File: src/rtl/sa_pkg.sv
// rtl/sa_pkg.sv - shared systolic-array column constants and result vector type
package sa_pkg;

  localparam int SA_NUM_PE    = 4;
  localparam int SA_RES_W     = 32;
  localparam int SA_DRAIN_LAT = 4;
  localparam int SA_VEC_DEPTH = 2;

  typedef logic [SA_NUM_PE*SA_RES_W-1:0] sa_res_vec_t;

endpackage

File: src/rtl/sa_vec_fifo.sv
// rtl/sa_vec_fifo.sv - synchronous FIFO of captured result vectors
// Exposes the head and the entry behind it so the drain can chain vectors without a bubble.
module sa_vec_fifo
  import sa_pkg::*;
#(
  parameter int W     = $bits(sa_res_vec_t),
  parameter int DEPTH = SA_VEC_DEPTH
) (
  input  logic                     clk,
  input  logic                     rst,
  input  logic                     push,
  input  logic [W-1:0]             push_data,
  input  logic                     pop,
  output logic                     full,
  output logic                     empty,
  output logic [$clog2(DEPTH):0]   count,
  output logic [W-1:0]             head,
  output logic [W-1:0]             next
);

  localparam int AW = $clog2(DEPTH);
  localparam int CW = AW + 1;

  logic [W-1:0]  mem [DEPTH];
  logic [AW-1:0] wr_ptr;
  logic [AW-1:0] rd_ptr;
  logic          do_push;
  logic          do_pop;

  assign full    = (count == CW'(DEPTH));
  assign empty   = (count == '0);
  assign do_pop  = pop & ~empty;
  // A pop in the same cycle frees the slot, so a push into a full FIFO still lands.
  assign do_push = push & (~full | do_pop);
  assign head    = mem[rd_ptr];
  assign next    = mem[rd_ptr + AW'(1)];

  always_ff @(posedge clk) begin
    if (do_push) begin
      mem[wr_ptr] <= push_data;
    end
  end

  always_ff @(posedge clk or posedge rst) begin
    if (rst) begin
      wr_ptr <= '0;
      rd_ptr <= '0;
      count  <= '0;
    end else begin
      if (do_push) begin
        wr_ptr <= wr_ptr + AW'(1);
      end
      if (do_pop) begin
        rd_ptr <= rd_ptr + AW'(1);
      end
      count <= count + CW'(do_push) - CW'(do_pop);
    end
  end

endmodule

File: src/rtl/sa_col_drain.sv
// rtl/sa_col_drain.sv - captures a column's PE results after the fire latency and streams them out
// One word per beat, word 0 first; a vector is popped when its last word is accepted.
module sa_col_drain
  import sa_pkg::*;
#(
  parameter int NUM_PE    = SA_NUM_PE,
  parameter int RES_W     = SA_RES_W,
  parameter int DRAIN_LAT = SA_DRAIN_LAT,
  parameter int VEC_DEPTH = SA_VEC_DEPTH
) (
  input  logic                       clk,
  input  logic                       rst,
  input  logic                       fire_in,
  input  logic [NUM_PE*RES_W-1:0]    result_in,
  output logic                       out_valid,
  input  logic                       out_ready,
  output logic [RES_W-1:0]           out_data,
  output logic [$clog2(NUM_PE)-1:0]  out_idx,
  output logic                       out_last,
  output logic                       busy,
  output logic                       overflow
);

  localparam int IDX_W = $clog2(NUM_PE);
  localparam int CNT_W = $clog2(VEC_DEPTH) + 1;
  localparam logic [IDX_W-1:0] LAST_IDX = IDX_W'(NUM_PE - 1);

  logic [DRAIN_LAT-1:0]      delay_line;
  logic                      strobe;
  logic [NUM_PE*RES_W-1:0]   head_vec;
  logic [NUM_PE*RES_W-1:0]   next_vec;
  logic                      fifo_full;
  logic                      fifo_empty;
  logic [CNT_W-1:0]          fifo_count;
  logic                      accept;
  logic                      pop;
  logic [IDX_W-1:0]          idx_nxt;

  assign strobe  = delay_line[DRAIN_LAT-1];
  assign accept  = out_valid & out_ready;
  assign pop     = accept & out_last;
  assign idx_nxt = out_idx + IDX_W'(1);
  assign busy    = (|delay_line) | (fifo_count != '0) | out_valid;

  sa_vec_fifo #(
    .W     (NUM_PE*RES_W),
    .DEPTH (VEC_DEPTH)
  ) u_fifo (
    .clk       (clk),
    .rst       (rst),
    .push      (strobe),
    .push_data (result_in),
    .pop       (pop),
    .full      (fifo_full),
    .empty     (fifo_empty),
    .count     (fifo_count),
    .head      (head_vec),
    .next      (next_vec)
  );

  // One bit per fire in flight; each pulse surfaces at the MSB exactly DRAIN_LAT cycles later.
  always_ff @(posedge clk or posedge rst) begin
    if (rst) begin
      delay_line <= '0;
    end else begin
      delay_line <= (delay_line << 1) | DRAIN_LAT'(fire_in);
    end
  end

  always_ff @(posedge clk or posedge rst) begin
    if (rst) begin
      overflow <= 1'b0;
    end else if (strobe && fifo_full && !pop) begin
      overflow <= 1'b1;
    end
  end

  always_ff @(posedge clk or posedge rst) begin
    if (rst) begin
      out_valid <= 1'b0;
      out_data  <= '0;
      out_idx   <= '0;
      out_last  <= 1'b0;
    end else if (accept) begin
      if (!out_last) begin
        out_idx  <= idx_nxt;
        out_data <= head_vec[int'(idx_nxt)*RES_W +: RES_W];
        out_last <= (idx_nxt == LAST_IDX);
      end else if (fifo_count > CNT_W'(1)) begin
        // Another vector already queued behind the head: chain straight into its word 0.
        out_idx  <= '0;
        out_data <= next_vec[RES_W-1:0];
        out_last <= (NUM_PE == 1);
      end else begin
        out_valid <= 1'b0;
        out_idx   <= '0;
        out_last  <= 1'b0;
      end
    end else if (!out_valid && !fifo_empty) begin
      out_valid <= 1'b1;
      out_idx   <= '0;
      out_data  <= head_vec[RES_W-1:0];
      out_last  <= (NUM_PE == 1);
    end
  end

endmodule

File: config.mk
export PLATFORM = sky130hd
export DESIGN_NAME = sa_col_drain
export DESIGN_NICKNAME = d
export VERILOG_FILES = /design/src/rtl/sa_pkg.sv /design/src/rtl/sa_vec_fifo.sv /design/src/rtl/sa_col_drain.sv
export SDC_FILE = /design/constraint.sdc
export NUM_CORES = 1
export LEC_CHECK = 0
export CAP_MARGIN = 0
export CORE_ASPECT_RATIO = 1.5
export CORE_MARGIN = 3
export CORE_UTILIZATION = 25
export DETAILED_ROUTE_END_ITERATION = 7
export GPL_ROUTABILITY_DRIVEN = 0
export PLACE_DENSITY_LB_ADDON = 0.1
export SLEW_MARGIN = 20
export SYNTH_ARGS = -nofsm -noshare
export SYNTH_HDL_FRONTEND = slang
export SYNTH_HIERARCHICAL = 1
export SYNTH_SLANG_ARGS = --single-unit
File: constraint.sdc
create_clock -name clk -period 9.1 [get_ports clk]
set_input_delay 1.82 -clock clk [delete_from_list [all_inputs] [get_ports clk]]
set_output_delay 1.82 -clock clk [all_outputs]
set_load 0.005 [all_outputs]
# ---- Word-level counts from Yosys, hierarchy flattened
# Memories as Yosys holds them, arrays and structs flattened.
# Index checks and enable logic that the tools add are counted.
dict set report totals {
  register_bits 45
  ramBits 256
  in_bits 132
  output_inout_bits 38
  elab_cells 60
  memories 1
}
dict set report classes {
  add_sub_neg 5
  magnitude_cmp 1
  n_eq_ne 5
  n_shift 1
  muxes 16
  n_bitwise 10
  n_reduce_logical 12
}
# name depth word_bits read_ports rd_clocked_by_memory_dff wr line_no
set mem_list {}
lappend mem_list {u_fifo.mem 2 128 2 0 1 sa_vec_fifo.sv:24} ;# logic [W-1:0] mem [DEPTH];
# op count
set op_table {}
lappend op_table {{2-to-1 mux 32 bit} 4}
lappend op_table {{variable part select 128 x 8 -> 32 bit} 1}
lappend op_table {{2-to-1 mux 1 bit} 9}
lappend op_table {{2-to-1 mux 2 bit} 3}
lappend op_table {{bitwise AND 1 bit} 4}
lappend op_table {{equality test 2 bit, second input constant} 2}
lappend op_table {{!= test 2 bit, second input constant} 2}
lappend op_table {{bitwise OR 4 x 1 -> 4 bit} 1}
lappend op_table {{nonzero test 2 bit} 2}
lappend op_table {{OR reduction 4 bit} 1}
lappend op_table {{logical AND 1 bit} 3}
lappend op_table {{logical NOT 1 bit} 3}
lappend op_table {{!= test 3 x 2 -> 1 bit, second input constant} 1}
lappend op_table {{bitwise OR 1 bit} 3}
lappend op_table {{AND reduction 3 bit} 1}
lappend op_table {{adder 1 bit, second input constant} 2}
lappend op_table {{adder 2 x 1 -> 2 bit} 1}
lappend op_table {{adder 2 x 1 -> 2 bit, second input constant} 1}
lappend op_table {{> comparator 2 x 1 -> 1 bit, second input constant} 1}
lappend op_table {{logical NOT 2 bit} 1}
lappend op_table {{NOT 1 bit} 2}
lappend op_table {{AND reduction 2 bit} 1}
lappend op_table {{subtractor 2 x 1 -> 2 bit} 1}

# ---- Logic depth before layout (Yosys ltp)
dict set report logic_depth {
  ltp_word 7
  mapped_depth 10
  ltp_nobuf 6
}

# ---- Hierarchy
# Netlist, hierarchy kept.
# module instances cells_each area_each_um2 seq_area_each_um2
set modules_own_cells {}
lappend modules_own_cells {sa_vec_fifo 1 566 12021.5 7787.5}
lappend modules_own_cells {sa_col_drain 1 373 3379.5 1026.0}

# ---- Worst setup path before layout
# No wires, ideal clock.
dict set report synth_timing {
  kind {input-to-reg}
  startpoint {input port out_ready}
  endpoint {memory u_fifo/mem[0][0] (netlist bit), enable pin}
  setup_time_ps 617
  arrival_time_ps 7646
  t_required_ps 8483
  setup_slack_ps 837
  cell_stages 4
  n_path_buf 1
  path_cell_list {buf_4 -> and3_1 -> o21ai_1 -> nor2_1}
}
dict set report synth_via {
  elab_chain_cells 7
}
# element line_no
set synth_rtl {}
lappend synth_rtl {{start: declaration} sa_col_drain.sv:16} ;# input logic out_ready,
lappend synth_rtl {{bitwise AND 1 bit} sa_col_drain.sv:40} ;# assign accept = out_valid & out_ready;
lappend synth_rtl {{bitwise AND 1 bit} sa_col_drain.sv:41} ;# assign pop = accept & out_last;
lappend synth_rtl {{net pop} sa_col_drain.sv:36} ;# logic pop;
lappend synth_rtl {{bitwise AND 1 bit} sa_vec_fifo.sv:32} ;# assign do_pop = pop & ~empty;
lappend synth_rtl {{bitwise OR 1 bit} sa_vec_fifo.sv:34} ;# assign do_push = push & (~full | do_pop);
lappend synth_rtl {{bitwise AND 1 bit} sa_vec_fifo.sv:34}
lappend synth_rtl {{2-to-1 mux 1 bit} sa_vec_fifo.sv:39} ;# if (do_push) begin
lappend synth_rtl {{2-to-1 mux 1 bit (implied by the code)} sa_vec_fifo.sv:40} ;# mem[wr_ptr] <= push_data;
lappend synth_rtl {{end: declaration} sa_vec_fifo.sv:24}
# The timed path passes the listed nets, and every way through them passes these cells.

# ---- Worst setup path in the final report
dict set report layout_timing {
  startpoint {input port out_ready}
  endpoint {memory u_fifo/mem[1][58] (netlist bit), enable pin}
}
# The elaborated chain is that of the path after synthesis.

==> out/metrics.yaml <==
grt_pass1_vias: 8325
fin_crit_ps: 4710
drt_iter0_drc: 468
max-vdd-ir-drop_mv: 0.188
routed_wl_um: 40600
route.detailed.drc: 0
min_period_over_period_pct: 51.8
hold_buffers: 0
h-tree-depth: 2
rr_endpoint: "u_fifo/mem[1][58]"
nets: 1128
first_pass_iters: 4
portBuffers: 169
comb_power_share_pct: 39.9
worst-endpoint-required_ps: 9250
clkLatencyLatePin_ps: 510
drv_cap: 0
slew_violations: 0
crit_family: "buffers and inverters"
avgSynthCellArea_um2: 16.6
clk_path_buf_depth: 3
cts.sinks: 301
ant_nets: 0
io_pins: 170
grt_max_degree: 51
finalSetupTns_ps: 0
setup_viol: 0
root_buffer: "clkbuf_16"
power.switching_mw: 1.97
syn_area_um2: 13900
crit_end: "u_fifo/mem[1][58]"
grt_pass1_wl_um: 57800
viasPerCell: 4.49
finalPower_mw: 5.83
reg2reg_slack_ps: 5290
cp-startpoint: "out_ready"
power.share.switching_pct: 33.8
fmax_mhz: 212
powerDensity_nw_per_um2: 340
syn_to_final_growth_pct: 23.8
dpl_worst_slack_ps: 3770
utilization_pct: 31.3
path_common_cell: "buf_4"
crit_buf_inv: 3
initial_core_util_pct: 25.3
post_drt_wl_per_cell_um: 23.6
intPower_mw: 3.86
status: "finished, final reports clean"
hold_path.class: "reg -> reg"
drive_above_1_share_pct: 26.3
core-area_um2: 54800
whs_ps: 380
p_seq_share_pct: 37.2
die_h_um: 294
post_cts_buffers: 0
crit_path_start_kind: "input port"
clock_power_share_pct: 22.9
power.leakage_nw: 6.12
multi_input_area_um2: 4550
reg2regPathDepth: 6
hpwlAfterDp_um: 25700
final-seq-area_um2: 8820
ys_warn_count: 6
placed_cells: 1651
path_max_fanout: 45
crit_chain: "clkdlybuf4s50_1 > and3_1 > o21ai_1 > nor2_4 > buf_4 > buf_4"
vias: 7696
rows: 105
post-route-cell-area_um2: 17100
netlist_instances: 834
clk_pin_slew_worst_paths_ps: 60
hold_viol: 0
critPathSlowestCell: "clkdlybuf4s50_1"
worstSetupPathType: "in -> reg"
place_area_um2: 16100
cts_resized: 0
groute.usage.overall_pct: 13.7
rsz0062_at_grt: "false"
syn_nets: 968
nFillCells: 5389
max_stage_delay_ps: 710
critPathCaptureType: "flop"
cp.depth: 6
die_x_um: 198
cts_tree: "yes"
grt_overflow: 0
r2r-start: "out_valid"
final_cells: 1715
relSlewSlack_pct: 28.6
critPathArrivalTime_ps: 4860
cts-buffers-inserted: 36
fin_ws_ps: 4390
die-area_um2: 58300
skew_ps: 8.29
tightest_slew_ps: 1070
antenna_found_initial: 7
[final cells by class]
type,count,share of cell area (%)
diodes,2,0.0292
clock buffers,49,5.78
clock inverters,13,0.496
inverters,6,0.131
multi-input cells,465,26.5
flip-flops and latches,301,51.4
well taps,695,5.07
repair buffers,184,10.5
[per-layer routing]
layer  up-vias  part of all wire, %  GRT usage, %
met1      3864                   39          15.7
met3        63                  4.7          2.36
met4         2                  3.4          4.91
li1       3558                    -             -
met5         -                0.049             0
met2       209                   53          25.3
[power by group through the flow]
stage	clock network, mW	logic [mW]	registers, mW
after floorplan	0	1.76	2.12
after global placement	0	2.39	2.20
after detailed placement	0	2.40	2.21
after CTS	1.39	2.41	2.18
after global routing	1.45	2.51	2.21
final	1.34	2.33	2.17
[cell usage in the layout (no fill, tap or decap), types with 2 or more instances in the layout]
cell and count:
edfxtp_1 256, clkdlybuf4s50_1 169, mux2_4 141, mux2_2 43
dfrtp_1 41, nand2_1 40, clkbuf_16 37, nor3_1 33
a211oi_1 24, nor2b_1 23, mux2i_1 22, nor2_1 22
o22ai_1 20, o2bb2ai_1 20, o32a_1 20, nand2b_1 15
buf_4 15, clkbuf_1 10, clkinv_2 8, a221oi_2 6
a221oi_1 6, inv_1 5, o21ai_0 4, clkinv_1 4
dfrtp_2 3, xnor2_1 3, nor2_4 3, diode_2 2
nand4bb_2 2, clkbuf_8 2, a21oi_1 2
[worst reg2reg max path: cells and delay by family, from the launching register on]
family / cells / cell delay [ps]
AO/OA/AOI/OAI: 1 / 240
buffers and inverters: 3 / 1680
flip-flops: 1 / 530
AND/OR/NAND/NOR: 2 / 970
[worst min-delay path by stage]
stage | depth (start not counted) | to | start | slack [ps]
final | 0 | delay_line[3] | delay_line[2] | 380
after global routing | 0 | delay_line[3] | delay_line[2] | 390
after CTS | 0 | delay_line[2] | delay_line[1] | 380
after detailed placement | 0 | delay_line[3] | delay_line[2] | 360
after global placement | 0 | delay_line[1] | delay_line[0] | 360
after floorplan | 0 | delay_line[3] | delay_line[2] | 350
[flip-flops by register name (all words and copies together) (netlist names)]
register       cells
u_fifo/mem       256
out_data          32
delay_line         4
out_idx            2
u_fifo/count       2
out_last           1
out_valid          1
overflow           1
u_fifo/rd_ptr      1
u_fifo/wr_ptr      1
No activity file was read; power rests on OpenSTA's default activity.
